### config.mk
export PLATFORM = sky130hd
export DESIGN_NAME = ram_arbiter
export DESIGN_NICKNAME = d
export VERILOG_FILES = /design/src/rtl/ram_arb_pkg.sv /design/src/rtl/rr_arbiter.sv /design/src/rtl/ram_arbiter.sv
export SDC_FILE = /design/constraint.sdc
export NUM_CORES = 1
export LEC_CHECK = 0
export BUFFER_PORTS_ARGS = -buffer_cell sky130_fd_sc_hd__buf_2
export CAP_MARGIN = 20
export CORE_AREA = 2 2 60 85
export DETAILED_ROUTE_END_ITERATION = 16
export DIE_AREA = 0 0 62 87
export MAX_ROUTING_LAYER = met4
export PLACE_DENSITY = 0.77
export SYNTH_ARGS = -nofsm -noshare
export SYNTH_HDL_FRONTEND = slang
export SYNTH_SLANG_ARGS = --single-unit
### constraint.sdc
create_clock -name sys_clock -period 1.5 [get_ports sys_clock]
set_input_delay 0.225 -clock sys_clock [delete_from_list [all_inputs] [get_ports sys_clock]]
set_output_delay 0.225 -clock sys_clock [all_outputs]
set_load 0.1 [all_outputs]
### src/rtl/ram_arb_pkg.sv
// ram_arb_pkg
// Shared definitions for the RAM command arbiter: command word width,
// command opcodes, arbiter state encoding and the lock timer width.
package ram_arb_pkg;

  localparam int DATA_W  = 18;
  localparam int TIMER_W = 8;

  typedef enum logic [1:0] {
    OP_ADDR_ST = 2'b00,
    OP_DATA_WR = 2'b01,
    OP_RD_ADDR = 2'b10,
    OP_RD_DATA = 2'b11
  } opcode_t;

  typedef enum logic [2:0] {
    ST_IDLE     = 3'd0,
    ST_LOCK     = 3'd1,
    ST_RD_WAIT1 = 3'd2,
    ST_RD_WAIT2 = 3'd3,
    ST_RD_RESP  = 3'd4
  } state_t;

endpackage

### src/rtl/rr_arbiter.sv
// rr_arbiter
// Rotating-priority picker. Searches the request vector upward starting at
// position ptr (wrapping) and grants the first asserted request.
// Ports:
//   req   in  N      request vector
//   ptr   in  IDX_W  highest-priority position
//   grant out N      one-hot grant, all zero when no request is asserted
module rr_arbiter #(
  parameter int N     = 2,
  parameter int IDX_W = 1
) (
  input  logic [N-1:0]     req,
  input  logic [IDX_W-1:0] ptr,
  output logic [N-1:0]     grant
);

  logic [2*N-1:0] req_dbl;
  logic [N-1:0]   req_rot;
  logic [N-1:0]   gnt_rot;
  logic [2*N-1:0] gnt_dbl;

  // Rotate so ptr sits at bit 0, isolate the lowest set bit, rotate back.
  always_comb begin
    req_dbl = {req, req} >> ptr;
    req_rot = req_dbl[N-1:0];
    gnt_rot = req_rot & (~req_rot + N'(1));
    gnt_dbl = {gnt_rot, gnt_rot} << ptr;
    grant   = gnt_dbl[2*N-1:N];
  end

endmodule

### src/rtl/ram_arbiter.sv
// ram_arbiter
// Arbitrates NUM_REQ command streams onto a single RAM command port.
// Multi-word transactions (address-store / read-address) lock the port to
// their owner; a read-data command waits out the RAM latency and returns the
// sampled read word to the owner as a one-cycle response.
// Optional feature: define RAM_ARB_TIMEOUT_EN to drop a lock after TIMEOUT
// consecutive idle cycles of the owner (pulses timeout_err).
// Ports:
//   sys_clock     in   clock, rising edge
//   reset         in   synchronous active-high reset
//   req_valid     in   NUM_REQ      command word valid per requester
//   req_data      in   NUM_REQ*18   command words, requester i at [18i+17:18i]
//   req_ready     out  NUM_REQ      word accepted this cycle
//   rsp_valid     out  NUM_REQ      read response pulse to owner
//   rsp_data      out  18           read response word (held between responses)
//   ram_rx_valid  out  1            registered command strobe to RAM
//   ram_data_in   out  18           registered command word to RAM
//   ram_data_out  in   18           RAM read data
//   busy          out  1            state is not IDLE
//   timeout_err   out  1            lock timeout pulse
module ram_arbiter
  import ram_arb_pkg::*;
#(
  parameter int NUM_REQ = 2,
  parameter int TIMEOUT = 16
) (
  input  logic                      sys_clock,
  input  logic                      reset,
  input  logic [NUM_REQ-1:0]        req_valid,
  input  logic [NUM_REQ*DATA_W-1:0] req_data,
  output logic [NUM_REQ-1:0]        req_ready,
  output logic [NUM_REQ-1:0]        rsp_valid,
  output logic [DATA_W-1:0]         rsp_data,
  output logic                      ram_rx_valid,
  output logic [DATA_W-1:0]         ram_data_in,
  input  logic [DATA_W-1:0]         ram_data_out,
  output logic                      busy,
  output logic                      timeout_err
);

  localparam int IDX_W = (NUM_REQ > 1) ? $clog2(NUM_REQ) : 1;

  state_t             state, state_nxt;
  logic [IDX_W-1:0]   rr_ptr, rr_ptr_nxt;
  logic [IDX_W-1:0]   owner, owner_nxt;
  logic [NUM_REQ-1:0] owner_oh;
  logic [NUM_REQ-1:0] arb_req;
  logic [IDX_W-1:0]   arb_ptr;
  logic [NUM_REQ-1:0] grant;
  logic [IDX_W-1:0]   grant_idx;
  logic [DATA_W-1:0]  grant_word_p0;
  opcode_t            grant_op;
  logic               accept;

`ifdef RAM_ARB_TIMEOUT_EN
  logic [TIMER_W-1:0] timer;
  logic               timeout_hit;
`endif

  function automatic logic [IDX_W-1:0] next_idx(input logic [IDX_W-1:0] idx);
    return (idx == IDX_W'(NUM_REQ - 1)) ? '0 : idx + 1'b1;
  endfunction

  assign owner_oh = NUM_REQ'(1) << owner;

  // RD_RESP ends the current read, so it already arbitrates with the
  // post-transaction pointer; otherwise the finished owner could win again.
  always_comb begin
    arb_req = '0;
    arb_ptr = rr_ptr;
    case (state)
      ST_IDLE:    arb_req = req_valid;
      ST_LOCK:    arb_req = req_valid & owner_oh;
      ST_RD_RESP: begin
        arb_req = req_valid;
        arb_ptr = next_idx(owner);
      end
      default:    arb_req = '0;
    endcase
    if (reset) arb_req = '0;
  end

  rr_arbiter #(
    .N     (NUM_REQ),
    .IDX_W (IDX_W)
  ) u_rr_arbiter (
    .req   (arb_req),
    .ptr   (arb_ptr),
    .grant (grant)
  );

  always_comb begin
    grant_idx     = '0;
    grant_word_p0 = '0;
    for (int i = 0; i < NUM_REQ; i++) begin
      if (grant[i]) begin
        grant_idx     = IDX_W'(i);
        grant_word_p0 = req_data[i*DATA_W +: DATA_W];
      end
    end
  end

  assign accept    = |grant;
  assign grant_op  = opcode_t'(grant_word_p0[DATA_W-1 -: 2]);
  assign req_ready = grant;
  assign busy      = (state != ST_IDLE);

  always_comb begin
    state_nxt  = state;
    owner_nxt  = owner;
    rr_ptr_nxt = rr_ptr;
`ifdef RAM_ARB_TIMEOUT_EN
    timeout_hit = 1'b0;
`endif
    case (state)
      ST_IDLE, ST_LOCK, ST_RD_RESP: begin
        if (state == ST_RD_RESP) begin
          state_nxt  = ST_IDLE;
          rr_ptr_nxt = next_idx(owner);
        end
        if (accept) begin
          owner_nxt = grant_idx;
          case (grant_op)
            OP_ADDR_ST, OP_RD_ADDR: state_nxt = ST_LOCK;
            OP_DATA_WR: begin
              state_nxt  = ST_IDLE;
              rr_ptr_nxt = next_idx(grant_idx);
            end
            OP_RD_DATA: state_nxt = ST_RD_WAIT1;
            default:    state_nxt = ST_IDLE;
          endcase
        end
`ifdef RAM_ARB_TIMEOUT_EN
        else if (state == ST_LOCK && timer == TIMER_W'(TIMEOUT - 1)) begin
          state_nxt   = ST_IDLE;
          rr_ptr_nxt  = next_idx(owner);
          timeout_hit = 1'b1;
        end
`endif
      end
      ST_RD_WAIT1: state_nxt = ST_RD_WAIT2;
      ST_RD_WAIT2: state_nxt = ST_RD_RESP;
      default:     state_nxt = ST_IDLE;
    endcase
  end

  // Stage p0 -> p1: accepted word to the RAM, read capture, control state.
  always_ff @(posedge sys_clock) begin
    if (reset) begin
      state        <= ST_IDLE;
      rr_ptr       <= '0;
      owner        <= '0;
      ram_rx_valid <= 1'b0;
      ram_data_in  <= '0;
      rsp_valid    <= '0;
      rsp_data     <= '0;
    end else begin
      state        <= state_nxt;
      rr_ptr       <= rr_ptr_nxt;
      owner        <= owner_nxt;
      ram_rx_valid <= accept;
      ram_data_in  <= accept ? grant_word_p0 : '0;
      rsp_valid    <= (state == ST_RD_WAIT2) ? owner_oh : '0;
      if (state == ST_RD_WAIT2) rsp_data <= ram_data_out;
    end
  end

`ifdef RAM_ARB_TIMEOUT_EN
  always_ff @(posedge sys_clock) begin
    if (reset) begin
      timer       <= '0;
      timeout_err <= 1'b0;
    end else begin
      timeout_err <= timeout_hit;
      if (state == ST_LOCK && !accept && !timeout_hit) timer <= timer + 1'b1;
      else                                             timer <= '0;
    end
  end
`else
  assign timeout_err = 1'b0;
`endif

endmodule

# Word-level counts from Yosys, hierarchy flattened

Cells that the tools add are included.

Word-level logic and storage cells: 50
Flip-flop bits (word level): 44

Shift-type cells: 3
Mux-type cells: 14
Bitwise logic cells: 5
Equal/unequal tests: 8
Reductions and logical operators: 10
Add/sub/neg operators: 3

Operator list:

| cell                                          | count |
|---|---|
| two-way mux 18 bit                            | 2 |
| one-hot mux 3 bit (3 select lines)            | 2 |
| OR reduction 2 bit                            | 5 |
| == test 3 x 2 -> 1 bit, second input constant | 2 |
| two-way mux 1 bit                             | 6 |
| two-way mux 3 bit                             | 2 |
| bitwise AND 2 bit                             | 2 |
| == test 2 bit, second input constant          | 2 |
| one-hot mux 2 bit (2 select lines)            | 1 |
| << shifter 4 x 1 -> 4 bit                     | 1 |
| right shift 4 x 1 -> 2 bit                    | 1 |
| == test 3 x 1 -> 1 bit, second input constant | 1 |
| == test 3 bit, second input constant          | 1 |
| zero test 3 bit                               | 1 |
| inequality test 3 bit, second input constant  | 1 |
| nonzero test 3 bit                            | 1 |
| OR reduction 3 bit                            | 1 |
| adder 1 bit, second input constant            | 2 |
| adder 2 x 1 -> 2 bit, second input constant   | 1 |
| == test 2 x 1 -> 1 bit, second input constant | 1 |
| zero test 2 bit                               | 1 |
| two-way mux 2 bit                             | 1 |
| inverter 1 bit                                | 2 |
| inverter 2 bit                                | 1 |
| other kinds (2)                               | 2 |

# Longest topological paths before layout

Gate-level depths: netlist of the first run.

Depth after elaboration: 16
Gate-level depth with buffers: 8
Depth with buffers taken out: 6

# Cells and area by module

A second synthesis of the first run with hierarchy kept.

Cell total of the unflattened synthesis: 198
Area, all modules: 1,731.7 um^2

Modules (own cells, without submodules):

| module      | instances | area an instance (um^2) | sequential area each (um^2) | cells each |
|---|---|---|---|---|
| ram_arbiter | 1         | 1,712.9                 | 880.8                       | 195 |
| rr_arbiter  | 1         | 18.8                    | 0.0                         | 3 |

# Least setup slack after synthesis of the first run

No wires, ideal clock.

Path kind: register -> register
Start: register state[2]
End: register ram_data_in[0]
Stages on the path, launching flop included: 8
Path slack: -324 ps
Path buffers: 3
Required time: 1,439 ps
Data arrival time: 1,762 ps
Cell sequence: dfxtp_1 -> buf_6 -> o21a_1 -> nor3_1 -> and2_1 -> buf_6 -> buf_2 -> a22o_1

Longest elaborated chain between the ends: 12
Elaborated cells on any way between the ends: 17
Classes of those cells: add/sub (1); eq/ne (2); shift (2); mux (5); bitwise (3); reduce/logical (4)

RTL lines:

| element                                                 | RTL line           | RTL |
|---|---|---|
| start: declaration                                      | ram_arbiter.sv:43  | `state_t state, state_nxt;` |
| start signal: assignment                                | ram_arbiter.sv:158 | `state <= state_nxt;` |
| == test 3 bit / zero test 3 bit (equally long branches) | ram_arbiter.sv:71  | `case (state)` |
| OR reduction 2 bit (no source line)                     | n/a                |  |
| one-hot mux 2 bit (2 select lines)                      | ram_arbiter.sv:71  |  |
| two-way mux 2 bit                                       | ram_arbiter.sv:80  | `if (reset) arb_req = '0;` |
| right shift 4 x 1 -> 2 bit                              | rr_arbiter.sv:24   | `req_dbl = {req, req} >> ptr;` |
| inverter 2 bit                                          | rr_arbiter.sv:26   | `gnt_rot = req_rot & (~req_rot + N'(1));` |
| adder 2 x 1 -> 2 bit                                    | rr_arbiter.sv:26   |  |
| bitwise AND 2 bit                                       | rr_arbiter.sv:26   |  |
| << shifter 4 x 1 -> 4 bit *                             | rr_arbiter.sv:27   | `gnt_dbl = {gnt_rot, gnt_rot} << ptr;` |
| named net req_ready[0]                                  | ram_arbiter.sv:31  | `output logic [NUM_REQ-1:0] req_ready,` |
| OR reduction 2 bit                                      | ram_arbiter.sv:103 | `assign accept = \|grant;` |
| inverter 1 bit (no source line)                         | n/a                |  |
| OR reduction 2 bit (no source line)                     | n/a                |  |
| end signal: assignment                                  | ram_arbiter.sv:162 | `ram_data_in <= accept ? grant_word_p0 : '0;` |
| end: declaration                                        | ram_arbiter.sv:35  | `output logic [DATA_W-1:0] ram_data_in,` |

Mark *: on every way through the listed nets, which the timed path passes. The rest lies on a longest branch.
A chain may end at the register's enable or synchronous reset.

# Worst setup path in the final report of the first run

Start: register state[2]
End: output req_ready[1]

Longest elaborated chain between the ends: 9
Elaborated cells on any way between the ends: 12
Classes of those cells: add/sub (1); eq/ne (2); shift (2); mux (3); bitwise (2); reduce/logical (2)

RTL lines:

| element                                                 | RTL line |
|---|---|
| == test 3 bit / zero test 3 bit (equally long branches) | ram_arbiter.sv:71 |
| OR reduction 2 bit (no source line)                     | n/a |
| one-hot mux 2 bit (2 select lines)                      | ram_arbiter.sv:71 |
| two-way mux 2 bit                                       | ram_arbiter.sv:80 |
| right shift 4 x 1 -> 2 bit                              | rr_arbiter.sv:24 |
| inverter 2 bit                                          | rr_arbiter.sv:26 |
| adder 2 x 1 -> 2 bit                                    | rr_arbiter.sv:26 |
| bitwise AND 2 bit                                       | rr_arbiter.sv:26 |
| << shifter 4 x 1 -> 4 bit *                             | rr_arbiter.sv:27 |
| end: declaration                                        | ram_arbiter.sv:31 |

Mark *: on every way between the ends. The rest lies on a longest branch, timed or not.

==> results.ini, run 1 <==
[outcome]
status=finished with violations
failed_checks=setup timing

[logic_synthesis]
synthAdderAreaFrac_pct=0
synth_top_area_cell=dfxtp_1
yosys_warnings=0
yosys-top-cells-count=dfxtp_1, nand2_1, a21oi_1
synth_top_family_by_area=compound AO/OA/AOI/OAI gates
synth-seq-area-share_pct=52.0
synth_xor_area_share_pct=0
synth_compound_area_share_pct=20.9
async_flop_share_pct=0
synth_seq_cells=44
syn-num-nets=238
synth_edf_count=0
avgSynthCellArea_um2=9.41
synth_ff_type=dfxtp_1
syn_inst=180
synth-simple-area-share_pct=19.6
yosysUniqueCellTypes=39
muxShareOfSynthArea_pct=0.665
synthTopCellsByArea=dfxtp_1, nand2_1, a22o_1
synth_most_common_cell=dfxtp_1
yosys.area.top_type_share_pct=52.0
syn_area_um2=1690

[die]
dieWidth_um=62
die_h_um=87
ios=101
row_count=30
initial_core_util_pct=36.1
core_um2=4690
die_area_um2=5390

[global_routing]
grt_max_degree=21
grt_usage_pct=17.7
met2_usage_pct=33.0
grt_pass1_wl_um=7010
gr-usage-met1_pct=15.9
grt.overflow.total=0
antenna_found_initial=0
busiest_layer=met2
grt_pass1_vias=1647
grt_use_met3_pct=4.75

[clock_tree]
clock-root-buffer=clkbuf_8
path_clk_slew_ns=0.08
clkLatencyLatePin_ns=0.30
hold_buffers=0
clk_path_buf_depth=2
cts_tree=yes
cts_buffers=5
cts_sinks=44
htree_levels=2

[final_layout]
antennaDiodeCount=0
final_layout_size_suffix_gt1_share_pct=51.0
area_delta_synth_final_pct=54.4
final.fill_count=431
num-nets-final=356

[sta]
min_period_ns=1.77
timing.fmax_ghz=0.566
timing.final.ws_setup_ns=-0.266
setup-violations-final=25
fin_skew_ns=0.00932
timing.setup.tns_ns=-2.36
finalHoldViolCount=0
hold_slack_ns=0.134
rsz0062_at_grt=yes
slew_viol_final=0
period_share_pct=118

[routing]
first_pass_iters=4
avgRoutedWirePerCell_um=12.9
drt_wl_total_um=4680
ant_nets=0
drc=0
vias=1730
drt_iter0_drc=50
drt-vias-per-instance=4.78

[worst_setup_path]
path_max_fanout=6
ff2ff_path_depth=7
cp.required_ns=1.27
cp_num_buf_inv=2
cp_slowest_cell=dfxtp_4
r2r-end=rr_ptr
r2r_slack_ns=-0.21
end_kind=primary output
path_class=register to primary output
crit_chain=or2_4 > a211o_1 > nand3_4 > inv_8 > buf_12
cp_top_family=flip-flops
r2r_start=state[2]
start_kind=register
arrival_ns=1.54
max_stage_delay_ns=0.37

[worst_hold_path]
hold_path_class=input port to register
worstHoldStart=req_data[9]
whs_path_depth=2
min_to=ram_data_in[9]

[pwr]
leakage_uw=0.00125
peakVddDrop_v=0.000557
power.density_nw_per_um2=1430

[job]
maxCapViolCount=0

[placement]
gp_congestion=0.853
port_buffers=99
hpwl_um=3180

==> layout by cell type (no fill, tap or decap), drive strengths merged, types with 3 or more instances in the layout <==
master  instances
nand3           4
nand2b          4
dfxtp          44
buf           124
o21ai           3
nand2          40
inv             6
clkbuf          5
nor2            5
a21oi          20
a22o           17
==> routing by layer <==
metal  vias up  wire length [µm]
met1       777              1650
met4         0               115
met5         -                 0
met3         9               440
met2        91              2480
li1        853                 -
==> sequential cells by signal, summed over array words and instances, names as in the netlist <==
signal        count
owner             1
ram_data_in      18
ram_rx_valid      1
rr_ptr            1
rsp_data         18
rsp_valid         2
state             3
==> timing repair <==
action                     in CTS  in global routing
setup endpoints to repair      25                 26
cloned                          1                  0
gates resized for setup        18                  3
buffers inserted                8                  0
pin swaps                       7                  2
==> cell type report <==
type	count	area, µm²	area share, %
Multi-Input combinational cell	117	749	28.7
Sequential cell	44	888	34.0
Tap cell	64	80.1	3.06
Clock inverter	2	60.1	2.30
Timing Repair inverter	1	6.26	0.239
Clock buffer	5	68.8	2.63
Timing Repair Buffer	124	736	28.1
Inverter	5	26.3	1.00
==> cell families after synthesis <==
group / count (synthesis)
other: 1
and+or+nand+nor: 65
muxes: 1
AOI/OAI and AO/OA: 50
buffers and inverters: 19
DFF: 44
==> report_power, final <==
| part | switching, µW | internal (µW) |
|---|---|---|
| sequential | 43.0 | 1270 |
| combinational | 986 | 401 |
| clock | 393 | 655 |
==> through the flow <==
stage               setup slack [ns]  util, %  area, µm²  total power [µW]  std cells
finish                        -0.266     55.7       2620              3750        362
global route                  -0.311     55.7       2620              3900        362
detailed placement            -0.120     50.0       2340              2610        346
CTS                           -0.298     55.3       2600              3760        362
global placement             -0.0650     50.0       2340              2600        346
floorplan                     -0.125        -       1730              2350        180
==> worst register-to-register path: cells and delay by family (launching register included) <==
kind	cells	cell delay, ns
compound gates	3	0.65
flops	1	0.37
simple gates	2	0.35
buf+inv	2	0.27
==> how the worst max path moves through the flow <==
| stage | startpoint | cells after the start | slack, ns | endpoint |
|---|---|---|---|---|
| after global placement | state[2] | 5 | -0.06 | req_ready[1] |
| after global routing | state[2] | 5 | -0.31 | req_ready[1] |
| after CTS | state[2] | 5 | -0.30 | req_ready[1] |
| final | state[2] | 5 | -0.27 | req_ready[1] |
| after detailed placement | state[2] | 6 | -0.12 | state[0] |
| after floorplan | state[2] | 7 | -0.12 | req_ready[1] |
(Power assumes the default switching activity.)
==> run 2: changes to the inputs <==
--- a/config.mk
+++ b/config.mk
@@ -7,11 +7,12 @@
 export LEC_CHECK = 0
 export BUFFER_PORTS_ARGS = -buffer_cell sky130_fd_sc_hd__buf_2
 export CAP_MARGIN = 20
-export CORE_AREA = 2 2 60 85
+export CORE_AREA = 2 2 60 84
 export DETAILED_ROUTE_END_ITERATION = 16
-export DIE_AREA = 0 0 62 87
+export DIE_AREA = 0 0 62 86
 export MAX_ROUTING_LAYER = met4
-export PLACE_DENSITY = 0.77
+export PLACE_DENSITY = 0.79
 export SYNTH_ARGS = -nofsm -noshare
 export SYNTH_HDL_FRONTEND = slang
+export SYNTH_HIERARCHICAL = 1
 export SYNTH_SLANG_ARGS = --single-unit
==> run 2 against run 1 <==
Compared with the run above:
- the run still ends with setup timing left
- sequential share of layout area down 2.4 points
- final cell count up 4.7%
- sequential power down 8%
- highest routed layer unchanged
- worst hold slack better by 0.020 ns
- core utilization up 6.6 points
- synthesized area up 2.2%
==> results.ini, run 2 <==
[outcome]
status=finished with violations  ; unchanged
failed_checks=setup timing  ; unchanged

[clock_tree]
cts_buffers=5  ; unchanged
clock-root-buffer=clkbuf_8  ; unchanged
hold_buffers=0  ; unchanged
clkLatencyLatePin_ns=0.30  ; about the same
cts_sinks=44  ; unchanged
path_clk_slew_ns=0.09  ; was 0.08 ns
htree_levels=2  ; unchanged
clk_path_buf_depth=2  ; unchanged
cts_tree=yes  ; unchanged

[placement]
port_buffers=99  ; unchanged
gp_congestion=0.870  ; was 0.853
pre_cts_ws_ns=-0.459  ; was -0.120 ns
hpwl_um=3350  ; was 3180 µm

[routing]
drt_iter0_drc=58  ; was 50
top_layer=met4  ; unchanged
drt-vias-per-instance=4.89  ; was 4.78
drt_wl_total_um=4880  ; was 4680 µm
first_pass_iters=5  ; was 4
vias=1852  ; was 1730
drt-met1-wl_um=1770  ; was 1650 µm
ant_nets=0  ; unchanged
avgRoutedWirePerCell_um=12.9  ; about the same
dr_wl_met2_um=2670  ; was 2480 µm
drc=0  ; unchanged
wl_met3_um=321  ; was 440 µm

[logic_synthesis]
synth_edf_count=0  ; unchanged
synth_most_common_cell=dfxtp_1  ; unchanged
async_flop_share_pct=0  ; unchanged
synthTopCellsByArea=dfxtp_1, nand2_1, a22oi_1  ; was dfxtp_1, nand2_1, a22o_1
syn_area_um2=1730  ; was 1690 µm²
synth_seq_cells=44  ; unchanged
yosys_warnings=6  ; was 0
synth_ff_type=dfxtp_1  ; unchanged
yosys.area.top_type_share_pct=50.9  ; was 52.0%
syn-num-nets=256  ; was 238
yosys-top-cells-count=dfxtp_1, nand2_1, a21oi_1  ; unchanged
syn_inst=198  ; was 180
yosysUniqueCellTypes=37  ; was 39
avgSynthCellArea_um2=8.75  ; was 9.41 µm²
synth_top_area_cell=dfxtp_1  ; unchanged
synth-seq-area-share_pct=50.9  ; was 52.0%

[worst_setup_path]
arrival_ns=1.80  ; was 1.54 ns
path_max_fanout=4  ; was 6
crit_chain=or3b_4 > a21o_1 > a21boi_4 > buf_6 > buf_12  ; was or2_4 > a211o_1 > nand3_4 > inv_8 > buf_12
cp_top_family=compound AO/OA/AOI/OAI gates  ; was flip-flops
path_class=register to primary output  ; unchanged
max_stage_delay_ns=0.40  ; was 0.37 ns
cp_num_buf_inv=2  ; unchanged
cp_slowest_cell=or3b_4  ; was dfxtp_4
start_kind=register  ; unchanged
cp.required_ns=1.27  ; about the same
end_kind=primary output  ; unchanged

[sta]
slew_viol_final=0  ; unchanged
finalHoldViolCount=0  ; unchanged
period_share_pct=135  ; was 118%
timing.final.ws_setup_ns=-0.527  ; was -0.266 ns
timing.fmax_ghz=0.493  ; was 0.566 GHz
rsz0062_at_grt=yes  ; unchanged
min_period_ns=2.03  ; was 1.77 ns
setup-violations-final=26  ; was 25
fin_skew_ns=0.00744  ; was 0.00932 ns

[final_layout]
reg.largest.list=ram_data_in (18), rsp_data (18), state (3)  ; unchanged
antennaDiodeCount=0  ; unchanged
area_delta_synth_final_pct=63.4  ; was 54.4%
final_core_util_pct=62.4  ; was 55.7%
layout_commonest_cell=buf_2  ; unchanged
final_layout_size_suffix_gt1_share_pct=55.2  ; was 51.0%
regArea_um2=892  ; was 888 µm²
num-nets-final=374  ; was 356
multi_input_area_um2=916  ; was 749 µm²
layout_common_cells=buf_2, nand2_1, dfxtp_1  ; was buf_2, dfxtp_1, nand2_1
final.fill_count=381  ; was 431

[die]
dieWidth_um=62  ; unchanged
core_um2=4540  ; was 4690 µm²
ios=101  ; unchanged
die_area_um2=5330  ; was 5390 µm²
die_h_um=86  ; was 87 µm
initial_core_util_pct=38.2  ; was 36.1%
row_count=29  ; was 30

[pwr]
peakVddDrop_v=0.000441  ; was 0.000557 V
power.density_nw_per_um2=986  ; was 1430 nW/µm²
pwr-share-clk_pct=33.2  ; was 28.0%
leakage_uw=0.00128  ; was 0.00125 µW
finalPower_uw=2790  ; was 3750 µW
p_sw_share_pct=30.6  ; was 38.0%
internal-power_uw=1940  ; was 2320 µW
power_frac_comb_pct=23.4  ; was 37.0%
p_switching_uw=853  ; was 1420 µW
pwr-share-seq_pct=43.4  ; was 35.0%

[global_routing]
grt_max_degree=46  ; was 21
grt_pass1_wl_um=7690  ; was 7010 µm
antenna_found_initial=0  ; unchanged
grt_pass1_vias=1781  ; was 1647
grt.overflow.total=0  ; unchanged
grt_usage_pct=19.4  ; was 17.7%

[worst_hold_path]
hold_path_class=input port to register  ; unchanged

[job]
maxCapViolCount=0  ; unchanged

run 2: worst paths after layout:
kind	cells past startpoint	to	startpoint	slack, ns
setup reg to reg	7	state[1]	state[1]	-0.48
hold reg to reg	2	rsp_data[15]	rsp_data[15]	0.45
setup / recovery	5	req_ready[0]	state[1]	-0.53
hold / removal	3	ram_data_in[3]	req_data[3]	0.15
run 2: cells by family (layout without fill, tap and decap cells):
kind of cell	count (synthesis)	count (layout)	synth area share (%)
AO/OA/AOI/OAI	53	53	21.0
buffers and inverters	19	138	5.42
flip-flops	44	44	50.9
other	1	1	0.217
AND/OR/NAND/NOR	81	81	22.5
run 2: power groups by stage:
stage	registers (µW)	logic (µW)	clock network (µW)
after floorplan	1420	219	0
after global placement	1240	583	0
after detailed placement	1240	588	0
after CTS	1210	632	950
after global routing	1220	689	996
final	1210	653	926
run 2: metal layers:
metal  vias to the layer above  global-route usage (%)
met5                         -                       -
met4                         0                    10.8
met2                        87                    33.3
li1                        911                       -
met1                       842                    18.9
met3                        12                    4.68
run 2: final cells by class:
type                       count  share of cell area (%)
timing repair buffer         128                    29.0
clock buffer                   5                    2.43
clock inverter                 3                    1.64
inverter                       2                   0.265
multi-input combinational    135                    32.4
sequential                    44                    31.5
tap                           62                    2.74
run 2: worst min-delay path, stage by stage:
cell,delay (ns)
buf_2,0.08
a22oi_2,0.04
nor2_1,0.07
run 2: repair_timing:
item / CTS / global route
hold endpoints to repair: 0 / 0
gates resized for setup: 17 / 14
buffers inserted: 6 / 3
gates cloned: 0 / 0
pin swaps: 5 / 6
setup endpoints to repair: 26 / 26
run 2: through the flow:
step | area [µm²] | hold WS (ns) | std cells | TNS (ns)
2_1_floorplan | 1850 | 0.360 | 198 | -20.07
3_3_place_gp | 2540 | 0.439 | 364 | -7.32
3_5_place_dp | 2540 | 0.444 | 364 | -8.29
4_1_cts | 2780 | 0.147 | 378 | -10.23
5_1_grt | 2830 | 0.155 | 379 | -12.67
6_report | 2830 | 0.154 | 379 | -10.59
==> run 3: changes to the inputs <==
--- a/config.mk
+++ b/config.mk
@@ -7,12 +7,16 @@
 export LEC_CHECK = 0
 export BUFFER_PORTS_ARGS = -buffer_cell sky130_fd_sc_hd__buf_2
 export CAP_MARGIN = 20
-export CORE_AREA = 2 2 60 84
+export CELL_PAD_IN_SITES_DETAIL_PLACEMENT = 0
+export CELL_PAD_IN_SITES_GLOBAL_PLACEMENT = 1
+export CORE_AREA = 2 2 71 100
 export DETAILED_ROUTE_END_ITERATION = 16
-export DIE_AREA = 0 0 62 86
+export DIE_AREA = 0 0 73 102
 export MAX_ROUTING_LAYER = met4
 export PLACE_DENSITY = 0.79
+export SETUP_SLACK_MARGIN = 0.2
 export SYNTH_ARGS = -nofsm -noshare
 export SYNTH_HDL_FRONTEND = slang
 export SYNTH_HIERARCHICAL = 1
 export SYNTH_SLANG_ARGS = --single-unit
+export TNS_END_PERCENT = 1
==> run 3 against run 2 <==
Compared with the run above:
- setup slack better by 0.053 ns
- largest cell class unchanged
- the flow still finishes with violations (setup timing)
- global-route usage shrank 5.9 points
- total power shrank 5.6%
==> results.ini, run 3 (synthesis gave the netlist of run 2 again) <==
[worst_setup_path]
path_class=register to primary output  ; unchanged
max_stage_delay_ns=0.40  ; about the same
start_kind=register  ; unchanged
crit_chain=or3b_4 > a21o_1 > a21boi_4 > buf_6 > buf_12  ; unchanged
cp_slowest_cell=or3b_4  ; unchanged
end_kind=primary output  ; unchanged
cp.required_ns=1.27  ; about the same
arrival_ns=1.75  ; was 1.80 ns
path_max_fanout=4  ; unchanged

[final_layout]
num-nets-final=368  ; was 374
final.fill_count=676  ; was 381
regArea_um2=886  ; was 892 µm²
stdcell_count=385  ; was 379
reg.largest.list=ram_data_in (18), rsp_data (18), state (3)  ; unchanged
layout_commonest_cell=buf_2  ; unchanged
layout_common_cells=buf_2, dfxtp_1, nand2_1  ; was buf_2, nand2_1, dfxtp_1
final_area_um2=2820  ; was 2830 µm²
multi_input_area_um2=908  ; was 916 µm²
final_core_util_pct=43.2  ; was 62.4%
antennaDiodeCount=0  ; unchanged
final_layout_size_suffix_gt1_share_pct=56.6  ; was 55.2%
area_delta_synth_final_pct=62.6  ; was 63.4%

[global_routing]
grt_max_degree=46  ; unchanged
grt.overflow.total=0  ; unchanged
grt_usage_pct=13.5  ; was 19.4%
grt_pass1_wl_um=7690  ; about the same
antenna_found_initial=0  ; unchanged
grt_pass1_vias=1768  ; was 1781

[routing]
vias=1793  ; was 1852
ant_nets=0  ; unchanged
drt_iter0_drc=41  ; was 58
drt-vias-per-instance=4.66  ; was 4.89
drt_wl_total_um=4810  ; was 4880 µm
first_pass_iters=4  ; was 5
avgRoutedWirePerCell_um=12.5  ; was 12.9 µm
drc=0  ; unchanged

[clock_tree]
clk_path_buf_depth=2  ; unchanged
clock-root-buffer=clkbuf_8  ; unchanged
clkLatencyLatePin_ns=0.30  ; about the same
cts_tree=yes  ; unchanged
cts_sinks=44  ; unchanged
path_clk_slew_ns=0.09  ; about the same
htree_levels=2  ; unchanged
hold_buffers=0  ; unchanged
cts_buffers=5  ; unchanged

[placement]
hpwl_um=3510  ; was 3350 µm
dp.cells=373  ; was 364
placedInstanceArea_um2=2530  ; was 2540 µm²
gp_congestion=0.803  ; was 0.870
port_buffers=99  ; unchanged

[pwr]
power.density_nw_per_um2=935  ; was 986 nW/µm²
peakVddDrop_v=0.000357  ; was 0.000441 V
finalPower_uw=2630  ; was 2790 µW
leakage_uw=0.00123  ; was 0.00128 µW

[sta]
rsz0062_at_grt=yes  ; unchanged
setup-violations-final=26  ; unchanged
finalHoldViolCount=0  ; unchanged
min_period_ns=1.97  ; was 2.03 ns
fin_skew_ns=0.00282  ; was 0.00744 ns
slew_viol_final=0  ; unchanged
timing.fmax_ghz=0.507  ; was 0.493 GHz
period_share_pct=132  ; was 135%
timing.final.ws_setup_ns=-0.474  ; was -0.527 ns

[die]
die_h_um=102  ; was 86 µm
row_count=35  ; was 29
ios=101  ; unchanged
core_um2=6530  ; was 4540 µm²
die_area_um2=7450  ; was 5330 µm²
initial_core_util_pct=26.5  ; was 38.2%
dieWidth_um=73  ; was 62 µm

[outcome]
failed_checks=setup timing  ; unchanged
status=finished with violations  ; unchanged

[job]
maxCapViolCount=0  ; unchanged

[worst_hold_path]
hold_path_class=input port to register  ; unchanged

run 3: layout make-up:
| type | count | area share, % |
|---|---|---|
| Sequential cell | 44 | 31.5 |
| Clock inverter | 2 | 0.533 |
| Inverter | 2 | 0.267 |
| Multi-Input combinational cell | 135 | 32.3 |
| Tap cell | 74 | 3.29 |
| Clock buffer | 6 | 2.93 |
| Timing Repair Buffer | 122 | 29.3 |
run 3: per-layer routing:
metal	track usage [%]	up-vias	wire length, µm
met3	2.66	7	230
met2	24.8	70	2550
met1	14.0	816	1950
li1	-	900	-
met4	4.84	0	80
met5	-	-	0
run 3: critical path: cells and delay by family, from the launching register on:
| family | cells | cell delay, ns |
|---|---|---|
| AO/OA/AOI/OAI | 2 | 0.39 |
| buffers and inverters | 2 | 0.30 |
| flip-flops | 1 | 0.36 |
| AND/OR/NAND/NOR | 1 | 0.40 |
run 3: report_power, final:
part / switching, µW / internal, µW
clock: 425 / 373
sequential: 14.1 / 1200
combinational: 400 / 223
total: 838 / 1790
run 3: stage by stage:
stage / hold WS (ns) / worst slack (ns) / TNS (ns)
6_report: 0.154 / -0.474 / -8.05
4_1_cts: 0.145 / -0.515 / -8.73
2_1_floorplan: 0.360 / -0.920 / -20.21
3_3_place_gp: 0.439 / -0.395 / -7.27
3_5_place_dp: 0.444 / -0.486 / -7.90
5_1_grt: 0.149 / -0.566 / -11.47
run 3: final timing paths:
check / to / startpoint / cells after the start / slack, ns
max: req_ready[0] / state[1] / 5 / -0.47
min: ram_data_in[9] / req_data[9] / 3 / 0.15
max reg2reg: state[1] / state[1] / 7 / -0.44
min reg2reg: rsp_data[7] / rsp_data[7] / 2 / 0.45
run 3: what timing repair did:
action / CTS / global route
pin swaps: 4 / 6
endpoints found under the hold margin: 0 / 0
gates resized for setup: 20 / 34
cloned: 0 / 0
setup endpoints to repair: 52 / 59
setup buffers: 3 / 1
